===== config.mk =====
export PLATFORM = sky130hd
export DESIGN_NAME = alu_arbiter_flat
export DESIGN_NICKNAME = d
export VERILOG_FILES = /design/src/rtl/alu_ctrl_pkg.sv /design/src/rtl/alu_arbiter_if.sv /design/src/rtl/ALU.sv /design/src/rtl/alu_arbiter.sv /design/src/flat_wrapper.sv
export SDC_FILE = /design/constraint.sdc
export NUM_CORES = 1
export LEC_CHECK = 0
export BUFFER_PORTS_ARGS = -buffer_cell sky130_fd_sc_hd__buf_4
export CAP_MARGIN = 20
export CORE_UTILIZATION = 45
export DETAILED_ROUTE_END_ITERATION = 8
export PLACE_DENSITY = 0.7
export SLEW_MARGIN = 20
export SYNTH_ARGS = -nofsm -noshare
export SYNTH_HDL_FRONTEND = slang
export SYNTH_SLANG_ARGS = --single-unit

===== constraint.sdc =====
create_clock -name clk -period 38.5 [get_ports clk]
set_input_delay 3.85 -clock clk [delete_from_list [all_inputs] [get_ports clk]]
set_output_delay 3.85 -clock clk [all_outputs]
set_load 0.05 [all_outputs]

===== src/rtl/alu_ctrl_pkg.sv =====
// Shared definitions for the ALU arbiter: opcodes, FSM encoding and datapath widths.
package alu_ctrl_pkg;

   localparam int OPW  = 8;
   localparam int RESW = 16;

   localparam logic [2:0] OP_ADD = 3'd0;
   localparam logic [2:0] OP_SUB = 3'd1;
   localparam logic [2:0] OP_MUL = 3'd2;
   localparam logic [2:0] OP_DIV = 3'd3;
   localparam logic [2:0] OP_MOD = 3'd4;
   localparam logic [2:0] OP_EQ  = 3'd5;
   localparam logic [2:0] OP_GT  = 3'd6;
   localparam logic [2:0] OP_LT  = 3'd7;

   typedef enum logic [1:0] {
      ST_IDLE = 2'd0,
      ST_EXEC = 2'd1,
      ST_RESP = 2'd2
   } state_t;

   function automatic logic div_by_zero(input logic [2:0] op, input logic [OPW-1:0] b);
      return ((op == OP_DIV) || (op == OP_MOD)) && (b == '0);
   endfunction

endpackage


===== src/rtl/alu_arbiter_if.sv =====
// Request/response bundle between the two requesters and the ALU arbiter.
interface alu_arbiter_if;
   import alu_ctrl_pkg::*;

   logic            req0_valid, req0_ready;
   logic [OPW-1:0]  req0_a, req0_b;
   logic [2:0]      req0_op;
   logic            req1_valid, req1_ready;
   logic [OPW-1:0]  req1_a, req1_b;
   logic [2:0]      req1_op;
   logic            rsp0_valid, rsp0_ready;
   logic            rsp1_valid, rsp1_ready;
   logic [RESW-1:0] rsp_result;
   logic            rsp_dz;
   logic            busy;

   modport master (
      output req0_valid, req0_a, req0_b, req0_op,
      output req1_valid, req1_a, req1_b, req1_op,
      output rsp0_ready, rsp1_ready,
      input  req0_ready, req1_ready, rsp0_valid, rsp1_valid,
      input  rsp_result, rsp_dz, busy
   );

   modport slave (
      input  req0_valid, req0_a, req0_b, req0_op,
      input  req1_valid, req1_a, req1_b, req1_op,
      input  rsp0_ready, rsp1_ready,
      output req0_ready, req1_ready, rsp0_valid, rsp1_valid,
      output rsp_result, rsp_dz, busy
   );

endinterface


===== src/rtl/ALU.sv =====
// Shared combinational ALU; output is forced to zero whenever ena is low.
module ALU
   import alu_ctrl_pkg::*;
(
   input  logic            ena,
   input  logic [OPW-1:0]  a,
   input  logic [OPW-1:0]  b,
   input  logic [2:0]      op,
   output logic [RESW-1:0] result
);

   logic [OPW-1:0] diff;
   assign diff = a - b;

   always_comb begin
      result = '0;
      if (ena) begin
         case (op)
            OP_ADD:  result = RESW'(a) + RESW'(b);
            OP_SUB:  result = RESW'(diff);
            OP_MUL:  result = RESW'(a) * RESW'(b);
            OP_DIV:  result = (b == '0) ? '0 : RESW'(a / b);
            OP_MOD:  result = (b == '0) ? '0 : RESW'(a % b);
            OP_EQ:   result = RESW'(a == b);
            OP_GT:   result = RESW'(a > b);
            default: result = RESW'(a < b);
         endcase
      end
   end

endmodule


===== src/rtl/alu_arbiter.sv =====
// Two-requester front-end for the shared ALU: arbitrate, capture operands,
// run the ALU for one cycle, and hold the result until the winner takes it.
module alu_arbiter
   import alu_ctrl_pkg::*;
#(
   parameter bit RR_ENABLE = 1'b1
) (
   input  logic clk,
   input  logic rst_n,
   alu_arbiter_if.slave bus
);

   state_t          state;
   logic            last_grant, grant_id, gnt;
   logic [OPW-1:0]  op_a, op_b;
   logic [2:0]      op_code;
   logic [RESW-1:0] alu_res, rsp_result_q;
   logic            alu_ena, rsp_dz_q, rsp0_valid_q, rsp1_valid_q, busy_q;
   logic            accept, rsp_done;

   // A lone request always wins; a tie goes to req0 unless round-robin says otherwise.
   always_comb begin
      gnt = ~bus.req0_valid;
      if (RR_ENABLE && bus.req0_valid && bus.req1_valid)
         gnt = ~last_grant;
   end

   assign bus.req0_ready = (state == ST_IDLE) && !gnt && bus.req0_valid;
   assign bus.req1_ready = (state == ST_IDLE) &&  gnt && bus.req1_valid;
   assign accept   = bus.req0_ready || bus.req1_ready;
   assign rsp_done = grant_id ? bus.rsp1_ready : bus.rsp0_ready;
   assign alu_ena  = (state == ST_EXEC);

   ALU u_alu (
      .ena    (alu_ena),
      .a      (op_a),
      .b      (op_b),
      .op     (op_code),
      .result (alu_res)
   );

   always_ff @(posedge clk or negedge rst_n) begin
      if (!rst_n) begin
         state        <= ST_IDLE;
         last_grant   <= 1'b1;
         grant_id     <= 1'b0;
         op_a         <= '0;
         op_b         <= '0;
         op_code      <= '0;
         rsp_result_q <= '0;
         rsp_dz_q     <= 1'b0;
         rsp0_valid_q <= 1'b0;
         rsp1_valid_q <= 1'b0;
         busy_q       <= 1'b0;
      end else begin
         case (state)
            ST_IDLE: begin
               if (accept) begin
                  op_a     <= gnt ? bus.req1_a  : bus.req0_a;
                  op_b     <= gnt ? bus.req1_b  : bus.req0_b;
                  op_code  <= gnt ? bus.req1_op : bus.req0_op;
                  grant_id <= gnt;
                  busy_q   <= 1'b1;
                  state    <= ST_EXEC;
               end
            end
            ST_EXEC: begin
               rsp_result_q <= alu_res;
               rsp_dz_q     <= div_by_zero(op_code, op_b);
               rsp0_valid_q <= ~grant_id;
               rsp1_valid_q <=  grant_id;
               state        <= ST_RESP;
            end
            ST_RESP: begin
               // Only the owning requester's ready can complete the response.
               if (rsp_done) begin
                  rsp0_valid_q <= 1'b0;
                  rsp1_valid_q <= 1'b0;
                  busy_q       <= 1'b0;
                  last_grant   <= grant_id;
                  state        <= ST_IDLE;
               end
            end
            default: state <= ST_IDLE;
         endcase
      end
   end

   assign bus.rsp_result = rsp_result_q;
   assign bus.rsp_dz     = rsp_dz_q;
   assign bus.rsp0_valid = rsp0_valid_q;
   assign bus.rsp1_valid = rsp1_valid_q;
   assign bus.busy       = busy_q;

endmodule

===== src/flat_wrapper.sv =====
// flat-port wrapper written by rule: the top's interface ports become plain ports
module alu_arbiter_flat import alu_ctrl_pkg::*;
#(
   parameter bit RR_ENABLE = 1'b1
)
  (clk, rst_n, bus_req0_valid, bus_req0_a, bus_req0_b, bus_req0_op, bus_req1_valid, bus_req1_a, bus_req1_b, bus_req1_op, bus_rsp0_ready, bus_rsp1_ready, bus_req0_ready, bus_req1_ready, bus_rsp0_valid, bus_rsp1_valid, bus_rsp_result, bus_rsp_dz, bus_busy);
  alu_arbiter_if bus_i ();
  input  logic clk;
  input  logic rst_n;
  input wire logic [$bits(bus_i.req0_valid)-1:0] bus_req0_valid;
  input wire logic [$bits(bus_i.req0_a)-1:0] bus_req0_a;
  input wire logic [$bits(bus_i.req0_b)-1:0] bus_req0_b;
  input wire logic [$bits(bus_i.req0_op)-1:0] bus_req0_op;
  input wire logic [$bits(bus_i.req1_valid)-1:0] bus_req1_valid;
  input wire logic [$bits(bus_i.req1_a)-1:0] bus_req1_a;
  input wire logic [$bits(bus_i.req1_b)-1:0] bus_req1_b;
  input wire logic [$bits(bus_i.req1_op)-1:0] bus_req1_op;
  input wire logic [$bits(bus_i.rsp0_ready)-1:0] bus_rsp0_ready;
  input wire logic [$bits(bus_i.rsp1_ready)-1:0] bus_rsp1_ready;
  output wire logic [$bits(bus_i.req0_ready)-1:0] bus_req0_ready;
  output wire logic [$bits(bus_i.req1_ready)-1:0] bus_req1_ready;
  output wire logic [$bits(bus_i.rsp0_valid)-1:0] bus_rsp0_valid;
  output wire logic [$bits(bus_i.rsp1_valid)-1:0] bus_rsp1_valid;
  output wire logic [$bits(bus_i.rsp_result)-1:0] bus_rsp_result;
  output wire logic [$bits(bus_i.rsp_dz)-1:0] bus_rsp_dz;
  output wire logic [$bits(bus_i.busy)-1:0] bus_busy;
  assign bus_i.req0_valid = bus_req0_valid;
  assign bus_i.req0_a = bus_req0_a;
  assign bus_i.req0_b = bus_req0_b;
  assign bus_i.req0_op = bus_req0_op;
  assign bus_i.req1_valid = bus_req1_valid;
  assign bus_i.req1_a = bus_req1_a;
  assign bus_i.req1_b = bus_req1_b;
  assign bus_i.req1_op = bus_req1_op;
  assign bus_i.rsp0_ready = bus_rsp0_ready;
  assign bus_i.rsp1_ready = bus_rsp1_ready;
  assign bus_req0_ready = bus_i.req0_ready;
  assign bus_req1_ready = bus_i.req1_ready;
  assign bus_rsp0_valid = bus_i.rsp0_valid;
  assign bus_rsp1_valid = bus_i.rsp1_valid;
  assign bus_rsp_result = bus_i.rsp_result;
  assign bus_rsp_dz = bus_i.rsp_dz;
  assign bus_busy = bus_i.busy;
  alu_arbiter #(.RR_ENABLE(RR_ENABLE)) u_core (.clk(clk), .rst_n(rst_n), .bus(bus_i));
endmodule

==> out/summary.txt, run 1 <==
ROUTE
-------------------------------------------------------------------------------------------------
Drt drc ............................................................................            0
Wirelength per Cell ................................................................     17.66 um
Vias ...............................................................................        10739
Number of nets with antenna violations after routing ...............................            0
Via density per instance ...........................................................        6.037
Detailed-route wire length .........................................................     31410 um
Number of DRC markers in iteration 0 ...............................................          788
Number of detailed-routing iterations run before antenna repair ....................            6

LOGIC SYNTHESIS
-------------------------------------------------------------------------------------------------
Top area cells in the synthesized netlist .......................................... sky130_fd_sc_hd__ha_1 (18%), sky130_fd_sc_hd__dfrtp_1 (9.6%), sky130_fd_sc_hd__fa_1 (7.2%)
Share of flip-flops with an asynchronous set or reset ..............................        1.000
Leading area contributor after synthesis ........................................... sky130_fd_sc_hd__ha_1
Commonest register cell after synthesis ............................................ sky130_fd_sc_hd__dfrtp_1
Post-synthesis register bit count ..................................................           43
Proportion of netlist area held by the largest area contributor ....................       0.1765
Number of distinct library cell variants in the gate-level netlist after synthesis .          102
Register area share after synthesis ................................................      0.09869
Synth warnings .....................................................................            0
Syn Area/Cell ......................................................................   7.698 um^2
Synth Cell Area ....................................................................   10920 um^2
Number of flops mapped to enable cells by yosys ....................................            0
Gate count after technology mapping ................................................         1418

GLOBAL ROUTING
-------------------------------------------------------------------------------------------------
GR Util All Layers .................................................................       0.2610
Global-route wire length before repair .............................................     51540 um
Largest net degree at the start of global routing ..................................           44
Number of antenna violations at the first check in global routing ..................            0
Number of global-route vias before repair ..........................................        10227
Remaining global-route overflow ....................................................            0

STA
-------------------------------------------------------------------------------------------------
Clk_skew ...........................................................................     7.278 ps
Unrepaired setup endpoints after global routing ....................................        false
Final period util ..................................................................       0.8489
Total negative slack ...............................................................         0 ps
Max_slew headroom ..................................................................       0.3102
Pins over their slew limit .........................................................            0
Final Critical Period ..............................................................     32680 ps
Hold Vio Cnt, Final ................................................................            0
Final setup violation count ........................................................            0
Slew @ Worst Pin ...................................................................      1021 ps
Max Freq ...........................................................................  0.03060 GHz

CRITICAL PATH
-------------------------------------------------------------------------------------------------
CP top delay family ................................................................ compound AO/OA/AOI/OAI gates
Crit-path slowest cell ............................................................. sky130_fd_sc_hd__nor4bb_1
Startpoint of the worst register-to-register path .................................. u_core.op_b[0]
Maximum single-stage delay on the critical path ....................................       890 ps
Reg-to-reg critical path endpoint .................................................. u_core.bus.rsp_result[4]
Count of buffer and inverter cells on the critical path ............................            4
Worst path arrival time ............................................................     32830 ps
Worst setup EP type ................................................................         flop
Critical Path Most Common Cell ..................................................... sky130_fd_sc_hd__o21a_1
Crit start category ................................................................         flop
Required @ worst endpoint ..........................................................     38650 ps
End of the critical path ........................................................... u_core.bus.rsp_result[4]
Critical path depth in cells .......................................................          130
Critical path launch point ......................................................... u_core.op_b[0]
Reg2Reg Depth ......................................................................          130
Internal reg-to-reg setup slack ....................................................      5820 ps
Largest fanout on the critical path ................................................           16
Worst setup path class .............................................................   reg -> reg

PLACEMENT
-------------------------------------------------------------------------------------------------
Routability-driven placement congestion ratio ......................................       0.9053
Half-perimeter wire length after detailed placement ................................     24790 um
Area after DPL .....................................................................   11730 um^2
Port-buffer cells ..................................................................           65

RUN
-------------------------------------------------------------------------------------------------
Reported max-cap violation count ...................................................            0

CTS
-------------------------------------------------------------------------------------------------
Clock latency of the later-clocked register in the worst-skew pair .................       290 ps
CTS resizes ........................................................................            0
Longest Clk Path Bufs ..............................................................            2
# hold bufs at CTS .................................................................            0
Library cell used as clock root buffer ............................................. sky130_fd_sc_hd__clkbuf_16
CTS Buf Count ......................................................................            5
Clock tree from TritonCTS ..........................................................          yes
Number of sinks handled by clock tree synthesis ....................................           43
CTS H-tree depth ...................................................................            2
Setup Fix Bufs, Post-CTS ...........................................................            0
Clock-pin slew of the registers on the worst-case setup and hold paths .............        70 ps

FLOORPLANNING
-------------------------------------------------------------------------------------------------
Effective utilization at floorplan .................................................       0.4623
Die Outline Area ...................................................................   24880 um^2
Core footprint .....................................................................   23610 um^2
Num rows ...........................................................................           56
I/O pin count ......................................................................           66
Die width ..........................................................................     157.7 um
Vertical die dimension .............................................................     157.7 um

LAYOUT
-------------------------------------------------------------------------------------------------
Share of final-layout standard cells stronger than drive strength 1 ................       0.1021
Area overhead of the layout relative to synthesis ..................................       8.803%
Total number of nets in the final design ...........................................         1696
Count of inserted antenna diode cells ..............................................            0
Leading cell type in the layout, fill and taps excluded ............................ sky130_fd_sc_hd__ha_1
Most used cells in the layout excluding fill and tap cells ......................... sky130_fd_sc_hd__ha_1 (154), sky130_fd_sc_hd__nor2_1 (138), sky130_fd_sc_hd__nand2_1 (119)
Final instance area ................................................................   11880 um^2

HOLD PATH
-------------------------------------------------------------------------------------------------
Tightest Hold Check Type ...........................................................   reg -> reg
Worst hold start ................................................................... u_core.bus.rsp_dz

STATUS
-------------------------------------------------------------------------------------------------
Outcome ............................................................................ finished clean

## through the flow
step                      hold slack (ps)  setup slack, ps    util  std cells
final                               498.2             5817  0.5030       1779
after global routing                512.1             2767  0.5030       1779
after CTS                           494.3             6242  0.5030       1779
after detailed placement            474.9             6314  0.4966       1771
after global placement              468.0             7365  0.4960       1770
after floorplan                     497.2            10230       -       1425
## Yosys cell counts (11+ instances only)
library cell               number
sky130_fd_sc_hd__o31ai_1       22
sky130_fd_sc_hd__nand3_1       26
sky130_fd_sc_hd__or3_1         21
sky130_fd_sc_hd__dfrtp_1       42
sky130_fd_sc_hd__and2_1        22
sky130_fd_sc_hd__o21ai_0       64
sky130_fd_sc_hd__nor3_1        45
sky130_fd_sc_hd__nor2_1       138
sky130_fd_sc_hd__o22ai_1       14
sky130_fd_sc_hd__mux2i_1       41
sky130_fd_sc_hd__or2_2         11
sky130_fd_sc_hd__o21bai_1      12
sky130_fd_sc_hd__clkbuf_1      35
sky130_fd_sc_hd__o211ai_1      13
sky130_fd_sc_hd__mux2_2        15
sky130_fd_sc_hd__xnor2_1       45
sky130_fd_sc_hd__fa_1          39
sky130_fd_sc_hd__o21a_1        42
sky130_fd_sc_hd__nand4_1       13
sky130_fd_sc_hd__a21o_1        35
sky130_fd_sc_hd__xor2_1        24
sky130_fd_sc_hd__o21ai_1       12
sky130_fd_sc_hd__a22oi_1       24
sky130_fd_sc_hd__nand2b_1      15
sky130_fd_sc_hd__ha_1         154
sky130_fd_sc_hd__a21oi_1      106
sky130_fd_sc_hd__nand2_1      119
sky130_fd_sc_hd__inv_1         89
sky130_fd_sc_hd__nor2b_1       11
## layout make-up
cell class              count  area [um^2]
clock buffers               5        125.1
clock inverters             3        26.28
fillers                  2298        11740
inverters                  90        337.8
multi-input cells        1243         9336
flip-flops and latches     43         1077
well taps                 319        399.1
repair buffers             76        574.3
## cell families after synthesis
kind of cell               Yosys count  share of synthesized area
DFF                                 43                    0.09869
xor gates and xnor gates            69                    0.05536
buffers and inverters              139                    0.04940
other                                1                  0.0003435
muxes                               58                    0.05617
adders and majority gates          194                     0.2490
AOI/OAI and AO/OA                  445                     0.2800
and+or+nand+nor                    469                     0.2110
## registers in the layout, summed over array words and instances, names as in the netlist
name	count
u_core.bus.rsp_result	16
u_core.op_a	8
u_core.op_b	8
u_core.op_code	3
u_core.state	2
u_core.bus.busy	1
u_core.bus.rsp0_valid	1
u_core.bus.rsp1_valid	1
u_core.bus.rsp_dz	1
u_core.grant_id	1
u_core.last_grant	1
## tightest hold or removal path: stages (launching register included)
cell and delay, ps:
sky130_fd_sc_hd__dfrtp_1 350, sky130_fd_sc_hd__nand2_1 50, sky130_fd_sc_hd__o21ai_0 60
## worst min-delay path by stage
| stage | end | depth (start not counted) |
|---|---|---|
| final | u_core.bus.rsp_dz | 2 |
| after global routing | u_core.bus.busy | 1 |
| after CTS | u_core.bus.busy | 1 |
| after detailed placement | u_core.bus.busy | 1 |
| after global placement | u_core.bus.busy | 1 |
| after floorplan | u_core.bus.rsp1_valid | 1 |
## metal layers
layer | global-route usage | vias up | share of wire
met5 | 0 | - | 0
li1 | - | 5302 | -
met3 | 0.02902 | 54 | 0.060
met1 | 0.3458 | 5019 | 0.45
met4 | 0.09755 | 0 | 0.036
met2 | 0.4340 | 364 | 0.45
Power of run 1 is left out: the tool's default activity adds up to more than one toggle a clock period on the data nets, which glitch-free logic cannot reach.
==> inputs of run 2 (changes only) <==
--- a/config.mk
+++ b/config.mk
@@ -5,6 +5,7 @@
 export SDC_FILE = /design/constraint.sdc
 export NUM_CORES = 1
 export LEC_CHECK = 0
+export ABC_AREA = 1
 export BUFFER_PORTS_ARGS = -buffer_cell sky130_fd_sc_hd__buf_4
 export CAP_MARGIN = 20
 export CORE_UTILIZATION = 45
==> constraint.sdc (replaced) <==
create_clock -name clk -period 32.5 [get_ports clk]
set_input_delay 3.25 -clock clk [delete_from_list [all_inputs] [get_ports clk]]
set_output_delay 3.25 -clock clk [all_outputs]
set_load 0.05 [all_outputs]
==> run 2 against run 1 <==
  * Wire length down 9.8%
  * Final area grew 1.5%
  * Register-to-register slack lost 2400 ps
  * Setup slack got worse by 2400 ps
  * Area after synthesis up 2.2%
  * Synthesized cell count rose by 24%
  * Cell count increased by 19%
  * Flip-flop and latch count unchanged
  * Worst hold slack worse by 17 ps
  * Highest routed layer unchanged
  * Non-clock buffer count unchanged
==> out/summary.txt, run 2 <==
STATUS
-------------------------------------------------------------------------------------------------
Outcome ............................................................................ finished clean   unchanged

GLOBAL ROUTING
-------------------------------------------------------------------------------------------------
Number of antenna violations at the first check in global routing ..................            0   unchanged
Number of global-route vias before repair ..........................................        10419   was 10227
GR Util All Layers .................................................................       0.2257   was 0.2610
Remaining global-route overflow ....................................................            0   unchanged
Largest net degree at the start of global routing ..................................           44   unchanged
Global-route wire length before repair .............................................     48260 um   was 51540 um

CTS
-------------------------------------------------------------------------------------------------
Clock tree from TritonCTS ..........................................................          yes   unchanged
Number of sinks handled by clock tree synthesis ....................................           43   unchanged
CTS H-tree depth ...................................................................            2   unchanged
Clock latency of the later-clocked register in the worst-skew pair .................       290 ps   about the same
Library cell used as clock root buffer ............................................. sky130_fd_sc_hd__clkbuf_16   unchanged
Clock-pin slew of the registers on the worst-case setup and hold paths .............        70 ps   about the same
Setup Fix Bufs, Post-CTS ...........................................................            0   unchanged
CTS Buf Count ......................................................................            5   unchanged
Longest Clk Path Bufs ..............................................................            2   unchanged

CRITICAL PATH
-------------------------------------------------------------------------------------------------
Largest fanout on the critical path ................................................           18   was 16
Worst setup EP type ................................................................         flop   unchanged
Count of buffer and inverter cells on the critical path ............................           28   was 4
Worst path arrival time ............................................................     29340 ps   was 32830 ps
CP top delay family ................................................................ simple AND/OR/NAND/NOR gates   was compound AO/OA/AOI/OAI gates
Worst setup path class .............................................................   reg -> reg   unchanged
Required @ worst endpoint ..........................................................     32730 ps   was 38650 ps
Maximum single-stage delay on the critical path ....................................       570 ps   was 890 ps
Critical Path Most Common Cell ..................................................... sky130_fd_sc_hd__nand2_1   was sky130_fd_sc_hd__o21a_1
Crit-path slowest cell ............................................................. sky130_fd_sc_hd__dfrtp_1   was sky130_fd_sc_hd__nor4bb_1
Crit start category ................................................................         flop   unchanged

LAYOUT
-------------------------------------------------------------------------------------------------
Fillcell total .....................................................................         2465   was 2298
Final instance area ................................................................   12060 um^2   was 11880 um^2
Share of final-layout standard cells stronger than drive strength 1 ................       0.1140   was 0.1021
Most used cells in the layout excluding fill and tap cells ......................... sky130_fd_sc_hd__nand2_1 (503), sky130_fd_sc_hd__inv_1 (282), sky130_fd_sc_hd__ha_1 (154)   was sky130_fd_sc_hd__ha_1 (154), sky130_fd_sc_hd__nor2_1 (138), sky130_fd_sc_hd__nand2_1 (119)
Flip-flop count of the largest register, all copies and words added ................           16   unchanged
Area overhead of the layout relative to synthesis ..................................       8.134%   was 8.803%
Leading cell type in the layout, fill and taps excluded ............................ sky130_fd_sc_hd__nand2_1   was sky130_fd_sc_hd__ha_1
Area used by multi-input combinational logic .......................................    8726 um^2   was 9336 um^2
Total number of nets in the final design ...........................................         2035   was 1696
Footprint of the flip-flops and latches ............................................    1077 um^2   unchanged
Count of inserted antenna diode cells ..............................................            0   unchanged

STA
-------------------------------------------------------------------------------------------------
Final period util ..................................................................       0.8957   was 0.8489
Max_slew headroom ..................................................................       0.3322   was 0.3102
Max Freq ...........................................................................  0.03435 GHz   was 0.03060 GHz
Pins over their slew limit .........................................................            0   unchanged
Total negative slack ...............................................................         0 ps   unchanged
Slew @ Worst Pin ...................................................................     994.1 ps   was 1021 ps
Clk_skew ...........................................................................     9.378 ps   was 7.278 ps
Unrepaired setup endpoints after global routing ....................................        false   unchanged
Hold Vio Cnt, Final ................................................................            0   unchanged
Final Critical Period ..............................................................     29110 ps   was 32680 ps
Final setup violation count ........................................................            0   unchanged

PLACEMENT
-------------------------------------------------------------------------------------------------
Area after DPL .....................................................................   11900 um^2   was 11730 um^2
Port-buffer cells ..................................................................           65   unchanged
Half-perimeter wire length after detailed placement ................................     23040 um   was 24790 um
Routability-driven placement congestion ratio ......................................       0.8945   was 0.9053

ROUTE
-------------------------------------------------------------------------------------------------
Number of nets with antenna violations after routing ...............................            0   unchanged
Via density per instance ...........................................................        5.192   was 6.037
Drt drc ............................................................................            0   unchanged
Vias ...............................................................................        11023   was 10739
Wirelength per Cell ................................................................     13.35 um   was 17.66 um
Detailed-route wire length .........................................................     28330 um   was 31410 um
Number of detailed-routing iterations run before antenna repair ....................            5   was 6
Number of DRC markers in iteration 0 ...............................................          715   was 788

LOGIC SYNTHESIS
-------------------------------------------------------------------------------------------------
Post-synthesis register bit count ..................................................           43   unchanged
Syn Area/Cell ......................................................................   6.362 um^2   was 7.698 um^2
Top area cells in the synthesized netlist .......................................... sky130_fd_sc_hd__ha_1 (17%), sky130_fd_sc_hd__nand2_1 (17%), sky130_fd_sc_hd__inv_1 (9.5%)   was sky130_fd_sc_hd__ha_1 (18%), sky130_fd_sc_hd__dfrtp_1 (9.6%), sky130_fd_sc_hd__fa_1 (7.2%)
Synth warnings .....................................................................            0   unchanged
Ranking of synthesized cells by instance count ..................................... sky130_fd_sc_hd__nand2_1 (503), sky130_fd_sc_hd__inv_1 (282), sky130_fd_sc_hd__ha_1 (154), sky130_fd_sc_hd__nor2_1 (129), sky130_fd_sc_hd__nand3_1 (93)   was sky130_fd_sc_hd__ha_1 (154), sky130_fd_sc_hd__nor2_1 (138), sky130_fd_sc_hd__nand2_1 (119), sky130_fd_sc_hd__a21oi_1 (106), sky130_fd_sc_hd__inv_1 (89)
Most repeated cell in the gate-level netlist after synthesis ....................... sky130_fd_sc_hd__nand2_1   was sky130_fd_sc_hd__ha_1
Synth Cell Area ....................................................................   11150 um^2   was 10920 um^2
Leading area contributor after synthesis ........................................... sky130_fd_sc_hd__ha_1   unchanged
Share of flip-flops with an asynchronous set or reset ..............................        1.000   unchanged
Gate count after technology mapping ................................................         1753   was 1418
Commonest register cell after synthesis ............................................ sky130_fd_sc_hd__dfrtp_1   unchanged
Register area share after synthesis ................................................      0.09660   was 0.09869
Number of distinct library cell variants in the gate-level netlist after synthesis .           61   was 102
Number of flops mapped to enable cells by yosys ....................................            0   unchanged
Proportion of netlist area held by the largest area contributor ....................       0.1728   was 0.1765

HOLD PATH
-------------------------------------------------------------------------------------------------
Tightest Hold Check Type ...........................................................   reg -> reg   unchanged

FLOORPLANNING
-------------------------------------------------------------------------------------------------
Core footprint .....................................................................   24320 um^2   was 23610 um^2
Die Outline Area ...................................................................   25420 um^2   was 24880 um^2
Num rows ...........................................................................           57   was 56
Effective utilization at floorplan .................................................       0.4586   was 0.4623
I/O pin count ......................................................................           66   unchanged
Die width ..........................................................................     159.4 um   was 157.7 um
Vertical die dimension .............................................................     159.4 um   was 157.7 um

RUN
-------------------------------------------------------------------------------------------------
Reported max-cap violation count ...................................................            0   unchanged

## run 2: path summary, 6_finish.rpt
path / startpoint / endpoint / slack [ps] / cells after the start
worst max-delay path: u_core.op_b[2] / u_core.bus.rsp_result[15] / 3390 / 200
worst min-delay path: u_core.bus.rsp_result[12] / u_core.bus.rsp_result[12] / 480 / 2
worst max register to register: u_core.op_b[2] / u_core.bus.rsp_result[15] / 3390 / 200
worst min register to register: u_core.bus.rsp_result[12] / u_core.bus.rsp_result[12] / 480 / 2
max in group asynchronous: rst_n / u_core.bus.rsp1_valid / 29170 / 1
min in group asynchronous: rst_n / u_core.bus.rsp_result[7] / 2950 / 1
## run 2: final cells by class
cell class,count,area share
Timing Repair Buffer,76,0.04731
Clock buffer,6,0.01069
Clock inverter,2,0.001038
Multi-Input combinational cell,1370,0.7236
Tap cell,324,0.03362
Inverter,302,0.09442
Sequential cell,43,0.08933
## run 2: kinds of logic (layout without fill, tap and decap cells)
group	after synthesis	count (layout)	share of synthesized area
adders and majority gates	193	193	0.2428
AOI/OAI and AO/OA	251	251	0.1355
buffers and inverters	347	386	0.1244
DFF	43	43	0.09660
and+or+nand+nor	861	861	0.3555
other	1	8	0.0003363
xor gates and xnor gates	57	57	0.04477
## run 2: layer usage
layer	part of all wire	wire length (um)	track usage
met5	0	0	0
met4	0.024	677	0.05638
met3	0.040	1129	0.01355
met2	0.47	13290	0.3939
met1	0.47	13230	0.3027
## run 2: repair_timing
item / 4_1_cts / 5_1_grt
resized for setup: 0 / 6
hold buffers: 0 / 0
setup endpoints to repair: 0 / 16
## run 2: metrics by stage
stage	hold WS, ps	utilization	cells	worst slack [ps]
after floorplan	473.0	-	1760	7054
after global placement	468.0	0.4893	2115	3931
after detailed placement	466.3	0.4894	2115	3206
after CTS	483.6	0.4952	2123	3076
after global routing	505.3	0.4959	2123	90.78
final	480.9	0.4959	2123	3390
## run 2: worst register-to-register path: cells and delay by family, from the launching register on
kind | cells | cell delay, ps
AND/OR/NAND/NOR | 109 | 12120
AO/OA/AOI/OAI | 48 | 8600
adder cells (fa/ha/maj) | 15 | 4640
buffers and inverters | 28 | 3120
flip-flops | 1 | 570
Power of run 2 is left out for the same reason.
